==> src/rtl/recv_packet_1_if.sv <==
// Avalon-ST receive sink plus Avalon-MM write master used by recv_packet_1.
// The master modport is the receiver's view; slave is the attached environment.
interface recv_packet_1_if;
    logic [7:0]  ff_rx_data;
    logic        ff_rx_dval;
    logic        ff_rx_sop;
    logic        ff_rx_eop;
    logic        ff_rx_err;
    logic        ff_rx_rdy;
    logic [9:0]  ram_addr;
    logic        ram_chipselect;
    logic        ram_write;
    logic [31:0] ram_writedata;
    logic [3:0]  ram_byteenable;
    logic        ram_waitrequest;

    modport master (
        input  ff_rx_data, ff_rx_dval, ff_rx_sop, ff_rx_eop, ff_rx_err,
        output ff_rx_rdy,
        output ram_addr, ram_chipselect, ram_write, ram_writedata, ram_byteenable,
        input  ram_waitrequest
    );

    modport slave (
        output ff_rx_data, ff_rx_dval, ff_rx_sop, ff_rx_eop, ff_rx_err,
        input  ff_rx_rdy,
        input  ram_addr, ram_chipselect, ram_write, ram_writedata, ram_byteenable,
        output ram_waitrequest
    );
endinterface

==> src/rtl/recv_packet_1.sv <==
// Packet receiver: packs Avalon-ST bytes into 32-bit RAM words behind a header
// word, then kicks send_packet_1 and holds off new traffic for HOLDOFF cycles.
module recv_packet_1 #(
    parameter logic [9:0] BASE_ADDR = 10'd0,
    parameter int         MAX_BYTES = 1518,
    parameter int         HOLDOFF   = 2048
) (
    input  logic              clk_original,
    input  logic              rst,
    recv_packet_1_if.master   bus,
    output logic [24:0]       start_ram_addr,
    output logic              cmd_send,
    output logic [11:0]       rx_len,
    output logic              rx_drop
);

    localparam int                HOLD_W    = (HOLDOFF > 1) ? $clog2(HOLDOFF) : 1;
    localparam logic [HOLD_W-1:0] HOLD_LAST = HOLD_W'(HOLDOFF - 1);
    localparam logic [11:0]       MAX_IDX   = 12'(MAX_BYTES);

    typedef enum logic [2:0] {
        IDLE, RECV, WR_WORD, WR_HDR, SEND, HOLD, DISCARD
    } state_t;

    state_t            state, state_nxt;
    logic [11:0]       byte_cnt;
    logic [11:0]       pkt_len;
    logic [31:0]       word_buf;
    logic              last_word;
    logic [HOLD_W-1:0] hold_cnt;

    logic              ready;
    logic              accept;
    logic              capture;
    logic              restart;
    logic              bad_eop;
    logic              overflow;
    logic              load_word;
    logic              wr_done;
    logic              drop_nxt;
    logic [11:0]       idx;
    logic [1:0]        lane;
    logic [3:0]        lane_mask;
    logic [31:0]       word_nxt;

    assign start_ram_addr = {15'd0, BASE_ADDR};
    assign bus.ff_rx_rdy  = ready;

    always_ff @(posedge clk_original) begin
        if (rst) state <= IDLE;
        else     state <= state_nxt;
    end

    always_comb begin
        state_nxt = state;
        ready     = !rst && (state == IDLE || state == RECV || state == DISCARD);
        accept    = bus.ff_rx_dval && ready;
        // Outside a packet only a sop byte opens capture; stray bytes fall away.
        capture   = accept && (state == RECV || (state == IDLE && bus.ff_rx_sop));
        restart   = capture && bus.ff_rx_sop;
        idx       = restart ? 12'd0 : byte_cnt;
        lane      = idx[1:0];
        word_nxt  = ((lane == 2'd0) ? 32'd0 : word_buf)
                  | ({24'd0, bus.ff_rx_data} << {lane, 3'b000});
        case (lane)
            2'd0:    lane_mask = 4'b0001;
            2'd1:    lane_mask = 4'b0011;
            2'd2:    lane_mask = 4'b0111;
            default: lane_mask = 4'b1111;
        endcase
        bad_eop   = capture && bus.ff_rx_eop && bus.ff_rx_err;
        overflow  = capture && !bad_eop && (idx == MAX_IDX);
        load_word = capture && !bad_eop && !overflow && (bus.ff_rx_eop || lane == 2'd3);
        wr_done   = bus.ram_chipselect && !bus.ram_waitrequest;
        drop_nxt  = bad_eop || overflow || (restart && state == RECV);

        case (state)
            IDLE, RECV: begin
                if (bad_eop)        state_nxt = IDLE;
                else if (overflow)  state_nxt = bus.ff_rx_eop ? IDLE : DISCARD;
                else if (load_word) state_nxt = WR_WORD;
                else if (capture)   state_nxt = RECV;
            end
            WR_WORD: begin
                if (wr_done) state_nxt = last_word ? WR_HDR : RECV;
            end
            WR_HDR: begin
                if (wr_done) state_nxt = SEND;
            end
            SEND:    state_nxt = HOLD;
            HOLD: begin
                if (hold_cnt == HOLD_LAST) state_nxt = IDLE;
            end
            DISCARD: begin
                if (accept && bus.ff_rx_eop) state_nxt = IDLE;
            end
            default: state_nxt = IDLE;
        endcase
    end

    always_ff @(posedge clk_original) begin
        if (rst) begin
            byte_cnt           <= 12'd0;
            pkt_len            <= 12'd0;
            word_buf           <= 32'd0;
            last_word          <= 1'b0;
            hold_cnt           <= '0;
            cmd_send           <= 1'b0;
            rx_len             <= 12'd0;
            rx_drop            <= 1'b0;
            bus.ram_addr       <= 10'd0;
            bus.ram_chipselect <= 1'b0;
            bus.ram_write      <= 1'b0;
            bus.ram_writedata  <= 32'd0;
            bus.ram_byteenable <= 4'd0;
        end else begin
            cmd_send <= 1'b0;
            rx_drop  <= drop_nxt;

            if (capture) begin
                byte_cnt <= idx + 12'd1;
                word_buf <= word_nxt;
            end

            // A full word or the closing eop byte launches a payload write.
            if (load_word) begin
                bus.ram_addr       <= BASE_ADDR + 10'd1 + idx[11:2];
                bus.ram_writedata  <= word_nxt;
                bus.ram_byteenable <= bus.ff_rx_eop ? lane_mask : 4'hF;
                bus.ram_chipselect <= 1'b1;
                bus.ram_write      <= 1'b1;
                last_word          <= bus.ff_rx_eop;
                pkt_len            <= idx + 12'd1;
            end

            case (state)
                WR_WORD: begin
                    if (wr_done) begin
                        if (last_word) begin
                            bus.ram_addr       <= BASE_ADDR;
                            bus.ram_writedata  <= {20'd0, pkt_len};
                            bus.ram_byteenable <= 4'hF;
                        end else begin
                            bus.ram_chipselect <= 1'b0;
                            bus.ram_write      <= 1'b0;
                        end
                    end
                end
                WR_HDR: begin
                    if (wr_done) begin
                        bus.ram_chipselect <= 1'b0;
                        bus.ram_write      <= 1'b0;
                        cmd_send           <= 1'b1;
                        rx_len             <= pkt_len;
                    end
                end
                default: ;
            endcase

            if (state == HOLD) hold_cnt <= hold_cnt + 1'b1;
            else               hold_cnt <= '0;
        end
    end

endmodule

==> src/flat_wrapper.sv <==
// flat-port wrapper written by rule: the top's interface ports become plain ports
module recv_packet_1_flat 
#(
    parameter logic [9:0] BASE_ADDR = 10'd0,
    parameter int         MAX_BYTES = 1518,
    parameter int         HOLDOFF   = 2048
)
  (clk_original, rst, start_ram_addr, cmd_send, rx_len, rx_drop, bus_ff_rx_data, bus_ff_rx_dval, bus_ff_rx_sop, bus_ff_rx_eop, bus_ff_rx_err, bus_ff_rx_rdy, bus_ram_addr, bus_ram_chipselect, bus_ram_write, bus_ram_writedata, bus_ram_byteenable, bus_ram_waitrequest);
  recv_packet_1_if bus_i ();
  input  logic clk_original;
  input  logic rst;
  output logic [24:0] start_ram_addr;
  output logic cmd_send;
  output logic [11:0] rx_len;
  output logic rx_drop;
  input wire logic [$bits(bus_i.ff_rx_data)-1:0] bus_ff_rx_data;
  input wire logic [$bits(bus_i.ff_rx_dval)-1:0] bus_ff_rx_dval;
  input wire logic [$bits(bus_i.ff_rx_sop)-1:0] bus_ff_rx_sop;
  input wire logic [$bits(bus_i.ff_rx_eop)-1:0] bus_ff_rx_eop;
  input wire logic [$bits(bus_i.ff_rx_err)-1:0] bus_ff_rx_err;
  output wire logic [$bits(bus_i.ff_rx_rdy)-1:0] bus_ff_rx_rdy;
  output wire logic [$bits(bus_i.ram_addr)-1:0] bus_ram_addr;
  output wire logic [$bits(bus_i.ram_chipselect)-1:0] bus_ram_chipselect;
  output wire logic [$bits(bus_i.ram_write)-1:0] bus_ram_write;
  output wire logic [$bits(bus_i.ram_writedata)-1:0] bus_ram_writedata;
  output wire logic [$bits(bus_i.ram_byteenable)-1:0] bus_ram_byteenable;
  input wire logic [$bits(bus_i.ram_waitrequest)-1:0] bus_ram_waitrequest;
  assign bus_i.ff_rx_data = bus_ff_rx_data;
  assign bus_i.ff_rx_dval = bus_ff_rx_dval;
  assign bus_i.ff_rx_sop = bus_ff_rx_sop;
  assign bus_i.ff_rx_eop = bus_ff_rx_eop;
  assign bus_i.ff_rx_err = bus_ff_rx_err;
  assign bus_ff_rx_rdy = bus_i.ff_rx_rdy;
  assign bus_ram_addr = bus_i.ram_addr;
  assign bus_ram_chipselect = bus_i.ram_chipselect;
  assign bus_ram_write = bus_i.ram_write;
  assign bus_ram_writedata = bus_i.ram_writedata;
  assign bus_ram_byteenable = bus_i.ram_byteenable;
  assign bus_i.ram_waitrequest = bus_ram_waitrequest;
  recv_packet_1 #(.BASE_ADDR(BASE_ADDR), .MAX_BYTES(MAX_BYTES), .HOLDOFF(HOLDOFF)) u_core (.clk_original(clk_original), .rst(rst), .bus(bus_i), .start_ram_addr(start_ram_addr), .cmd_send(cmd_send), .rx_len(rx_len), .rx_drop(rx_drop));
endmodule
==> config.mk <==
export PLATFORM = sky130hd
export DESIGN_NAME = recv_packet_1_flat
export DESIGN_NICKNAME = d
export VERILOG_FILES = /design/src/rtl/recv_packet_1_if.sv /design/src/rtl/recv_packet_1.sv /design/src/flat_wrapper.sv
export SDC_FILE = /design/constraint.sdc
export NUM_CORES = 1
export LEC_CHECK = 0
export CORE_ASPECT_RATIO = 1.1
export CORE_UTILIZATION = 52
export DETAILED_ROUTE_END_ITERATION = 8
export PLACE_DENSITY = 0.79
export RECOVER_POWER = 100
export SLEW_MARGIN = 20
export SYNTH_ARGS = -nofsm -noshare
export SYNTH_HDL_FRONTEND = slang
export SYNTH_SLANG_ARGS = --single-unit
==> constraint.sdc <==
create_clock -name clk_original -period 6.3 [get_ports clk_original]
set_input_delay 1.26 -clock clk_original [delete_from_list [all_inputs] [get_ports clk_original]]
set_output_delay 1.26 -clock clk_original [all_outputs]
set_load 0.03 [all_outputs]
After elaboration in Yosys (flattened, before gate mapping)
Cells that the tools add are included.
{ "classes": {"reduce_logical": 31, "add_sub_neg": 3, "n_eq_ne": 16, "shifts": 1, "mux": 38, "bitwise": 3} }
{ "op_table": {"columns": ["operator", "n"], "rows": [
  ["two-way mux 32 bit", 5],
  ["two-way mux 10 bit", 4],
  ["bitwise OR 32 bit", 1],
  ["<< shifter 8 x 5 -> 32 bit", 1],
  ["two-way mux 3 bit", 9],
  ["two-way mux 4 bit", 5],
  ["one-hot mux 3 bit (6 select lines)", 1],
  ["logical AND 1 bit", 14],
  ["adder 12 x 1 -> 12 bit (second input constant)", 1],
  ["== test 12 x 11 -> 1 bit (second input constant)", 1],
  ["two-way mux 12 bit", 1],
  ["one-hot mux 4 bit (3 select lines)", 1],
  ["adder 11 x 1 -> 11 bit (second input constant)", 1],
  ["== test 11 bit (second input constant)", 1],
  ["adder 1 x 10 -> 10 bit (first input constant)", 1],
  ["== test 3 bit (second input constant)", 3],
  ["two-way mux 1 bit", 9],
  ["== test 3 x 2 -> 1 bit (second input constant)", 2],
  ["logical OR 1 bit", 6],
  ["inequality test 2 x 1 -> 1 bit (second input constant)", 3],
  ["OR reduction 2 bit", 3],
  ["inequality test 5 x 1 -> 1 bit (second input constant)", 1],
  ["AND reduction 5 bit", 1],
  ["== test 2 bit (second input constant)", 2],
  ["other kinds (10)", 15]
]} }
{ "word_totals": {"register_bits": 133} }

Longest topological paths before layout
{ "depth": {"word_depth": 18, "ltp_mapped": 14, "depth_no_buf": 10} }

Worst setup path before layout
OpenSTA, ideal clock, no wires.
{ "synth_path": {"kind": "input to register", "from": "input port rst", "to": "register u_core.bus.ram_addr[7]", "arrival_time_ns": 3.705, "n_path_buf": 5, "required_time_ns": 6.199, "stages": 14, "path_slack_ns": 2.494, "cell_sequence": "buf_2 -> nor4b_2 -> nand2_1 -> clkbuf_1 -> and2_1 -> ha_1 -> clkbuf_1 -> nand4b_1 -> or3_1 -> o21ai_1 -> buf_2 -> clkbuf_1 -> nand3_1 -> o41ai_1"} }
{ "synth_between": {"elab_chain_len": 16} }
{ "synth_rtl": {"columns": ["element", "line", "rtl"], "rows": [
  ["start, declared", "flat_wrapper.sv:11", "input logic rst;"],
  ["parallel branches: the longest is 16 deep, another holds adder 1 x 10 -> 10 bit", null, null],
  ["end signal, assigned", "recv_packet_1.sv:127", "bus.ram_addr <= BASE_ADDR + 10'd1 + idx[11:2];"],
  ["end, declared", "recv_packet_1_if.sv:20", "output ram_addr, ram_chipselect, ram_write, ram_writedata, ram_byteenable,"]
]} }
Parallel ways; which one is timed is not known.
A chain may end at the register's enable or synchronous reset.

Worst setup path in the final report
{ "layout_path": {"from": "input port bus_ff_rx_dval", "to": "register u_core.bus.ram_byteenable[2]"} }
{ "layout_between": {"elab_chain_len": 14} }
{ "layout_rtl": {"columns": ["element", "line", "rtl"], "rows": [
  ["start, declared", "flat_wrapper.sv:17", "input wire logic [$bits(bus_i.ff_rx_dval)-1:0] bus_ff_rx_dval;"],
  ["logical AND 1 bit (*)", "recv_packet_1.sv:57", "accept = bus.ff_rx_dval && ready;"],
  ["logical AND 1 bit (*)", "recv_packet_1.sv:59", "capture = accept && (state == RECV || (state == IDLE && bus.ff_rx_sop));"],
  ["parallel branches: the longest is 8 deep, another holds two-way mux 12 bit", null, null],
  ["two-way mux 4 bit (*)", "recv_packet_1.sv:126", "if (load_word) begin"],
  ["two-way mux 4 bit", "recv_packet_1.sv:139", "if (last_word) begin"],
  ["two-way mux 4 bit", "recv_packet_1.sv:138", "if (wr_done) begin"],
  ["two-way mux 4 bit (*)", "recv_packet_1.sv:136", "case (state)"],
  ["end signal, assigned", "recv_packet_1.sv:129", "bus.ram_byteenable <= bus.ff_rx_eop ? lane_mask : 4'hF;"],
  ["end, declared", "recv_packet_1_if.sv:20", null]
]} }
Every way passes the cells marked *.

==> impl_metrics.tcl <==
set metrics [dict create \
    drive_gt1_share_pct 6.316 \
    tns_ns 0 \
    gp_congestion 0.9081 \
    power_frac_clock_pct 49.5 \
    yosysWarnings 0 \
    crit_family "simple AND/OR/NAND/NOR gates" \
    async_flop_share_pct 0 \
    fmax_mhz 186.7 \
    irDropWorstVdd_v 0.0001589 \
    cts_tree "done" \
    synth_edf_count 0 \
    die_h_um 113.4 \
    dp_hpwl_um 10470 \
    dr_total_vias 5343 \
    clk_pin_slew_ns 0.06 \
    grt.total_usage_pct 27.71 \
    worst_slew_pin_slew_ns 0.9815 \
    p_seq_share_pct 42.7 \
    post-place-ws_ns 1.003 \
    detailed_place.area_sq_mm 0.006575 \
    rows 40 \
    dr.pass1.iters 5 \
    drv_slew 0 \
    hold_slack_ns 0.4478 \
    required_ns 6.57 \
    cts_max_level 4 \
    skew_ns 0.008940 \
    final_design_area_no_fill_sq_mm 0.007172 \
    worst-path-buf-inv 2 \
    root_buffer "clkbuf_16" \
    avgSynthCellArea_sq_um 8.428 \
    p_per_area_mw_per_mm2 284.5 \
    intPower_mw 1.529 \
    synthCells 696 \
    wl_per_cell_um 17.04 \
    drcViolationCount 0 \
    maxCapViolations 0 \
    finalCriticalPeriod_ns 5.355 \
    syn_to_final_growth_pct 22.27 \
    slowest_delay_ns 0.68 \
    power.leakage_nw 2.703 \
    end_kind "flip-flop" \
    grt_overflow 0 \
    slowest_stage "nor4b_1" \
    cts_setup_buffers 0 \
    swShare_pct 25.07 \
    netlist_area_sq_mm 0.005866 \
    ys_seq_area_share_pct 45.39 \
    nNetsFinal 768 \
    grt_pass1_vias 5038 \
    drt.antenna.violating_nets 0 \
    final_cells 907 \
    hold_viol_final 0 \
    synth_area_leaders "dfxtp_1 45%, nor2_1 6.1%, a22oi_1 4.6%" \
    slew-limit-headroom_pct 34.50 \
    grt_pass1_wl_um 25010 \
    antenna_found_initial 0 \
    fin_ws_ns 0.9452 \
    die_area_sq_mm 0.01171 \
    ios 103 \
    ys_ff_latch 133 \
    clock_sinks 133 \
    crit_fanout 25 \
    rsz0062_at_grt "false" \
    switching_power_uw 511.5 \
    placedCellCount 875 \
    wirelength_um 15460 \
    clock_path_buffers 2 \
    yosysUniqueCellTypes 53 \
    crit_type "in -> reg" \
    power_frac_comb_pct 7.8 \
    insertion_delay_ns 0.42 \
    final_core_util_pct 65.43 \
    drt-initial-drc-count 472 \
    grt_max_degree 82 \
    postCtsHoldBufs 0 \
    port_buffers 77 \
    p_total_mw 2.040 \
    diodes 0 \
    path_cells "clkdlybuf4s50_1, nor4b_1, nand2_1, and2_0, ha_1, or2_2, and4_1, o21a_1, buf_4, o32ai_1, nor2_1" \
    start_kind "primary input" \
    cts.repair.resized 0 \
    die_x_um 103.3 \
    via_per_inst 5.891 \
    start_util_pct 53.52 \
    numCtsBuffers 17 \
    status "finished clean" \
    synthFlopType "dfxtp_1" \
    setup_violations 0 \
    crit_arrival_ns 5.63 \
    core-area_sq_mm 0.01096 \
    synth_top_area_share_pct 45.39 \
    hp-class "reg -> reg" \
    fin_crit_sh_pct 85.00 \
    synth_top_cell_by_area "dfxtp_1" \
]
-- cells by family after synthesis --
family | count (synthesis) | share of synthesized area [%]
buffers and inverters | 93 | 7.999
adders and majority gates | 6 | 1.280
muxes | 1 | 0.1707
DFF | 133 | 45.39
xor gates and xnor gates | 26 | 3.882
other | 1 | 0.06393
and+or+nand+nor | 250 | 19.60
AOI/OAI and AO/OA | 186 | 21.61
-- per-layer routing --
| layer | GRT usage, % | part of all wire [%] |
|---|---|---|
| met5 | 0 | 0 |
| met4 | 10.52 | 1.7 |
| met3 | 6.127 | 7.0 |
| met2 | 45.20 | 49 |
| met1 | 35.62 | 42 |
-- cell type report --
class	instances	area, sq um
clock buffer	19	432.9
clock inverter	13	173.9
fill	891	3789
inverter	15	56.30
multi-input combinational	494	2830
sequential	133	2663
tap	147	183.9
timing repair buffer	86	832.0
-- cell usage in the layout, fill, tap and decap left out, types with 3 or more instances in the layout --
cell type	netlist	layout
xor2_1	10	10
clkbuf_16	0	17
and3_1	4	4
xnor2_1	16	16
inv_6	0	3
clkbuf_1	35	3
buf_4	27	9
clkdlybuf4s50_1	0	12
and2_1	5	3
a21oi_1	38	38
nand2b_1	4	4
a22oi_1	36	36
nor2_1	96	97
dlygate4sd3_1	0	64
or2_2	4	4
bufinv_16	0	3
o31ai_1	3	3
and4_1	3	3
nor4_1	4	4
ha_1	6	6
inv_1	15	15
clkinv_4	0	4
dfxtp_1	133	133
a211oi_1	24	24
a31oi_1	3	3
nand3b_1	3	3
o21ai_0	29	30
conb_1	1	25
o211ai_1	4	4
nand4_1	3	3
a221oi_1	21	21
a32oi_1	8	8
o21a_1	3	3
clkinvlp_4	0	3
and2_0	1	3
nand3_1	45	45
nand2_1	53	53
nor3_1	16	16
-- power groups by stage --
stage / Sequential (mW) / Clock (mW) / Combinational [mW]
6_report: 0.872 / 1.01 / 0.158
5_1_grt: 0.873 / 1.06 / 0.170
4_1_cts: 0.872 / 1.02 / 0.160
3_5_place_dp: 0.890 / 0 / 0.159
3_3_place_gp: 0.889 / 0 / 0.155
2_1_floorplan: 0.900 / 0 / 0.107
-- synth_stat cells (all sizes together), types with 4 or more instances --
cell / instances
a221oi: 21
dfxtp: 133
o21ai: 35
xnor2: 16
nand3: 45
inv: 15
and3: 4
a211oi: 24
xor2: 10
nor2: 98
a22oi: 36
nand2b: 4
and2: 6
ha: 6
nand2: 53
a21oi: 38
a32oi: 8
nor4: 4
or2: 4
o211ai: 4
nor3: 17
clkbuf: 35
buf: 43
-- worst min-delay path, delay by kind of cell, from the launching register on --
kind	cells	cell delay (ns)
flip-flops	1	0.30
AND/OR/NAND/NOR	1	0.05
AO/OA/AOI/OAI	1	0.05
-- state kept, by name, indices dropped and copies added (netlist names) --
name                       count
u_core.bus.ram_writedata      32
u_core.word_buf               32
u_core.byte_cnt               12
u_core.pkt_len                12
u_core.rx_len                 12
u_core.hold_cnt               11
u_core.bus.ram_addr           10
u_core.bus.ram_byteenable      4
u_core.state                   3
u_core.bus.ram_chipselect      1
u_core.bus.ram_write           1
u_core.cmd_send                1
u_core.last_word               1
u_core.rx_drop                 1
-- worst paths after layout --
kind	from	to	slack [ns]	cells past startpoint
max	bus_ff_rx_dval	u_core.bus.ram_byteenable[2]$_SDFF_PP0_	0.95	11
min	u_core.bus.ram_addr[3]$_SDFF_PP0_	u_core.bus.ram_addr[3]$_SDFF_PP0_	0.45	2
max reg2reg	u_core.state[1]$_SDFFE_PP0P_	u_core.bus.ram_byteenable[2]$_SDFF_PP0_	1.81	10
min reg2reg	u_core.bus.ram_addr[3]$_SDFF_PP0_	u_core.bus.ram_addr[3]$_SDFF_PP0_	0.45	2
No activity file was read; power rests on OpenSTA's default activity.
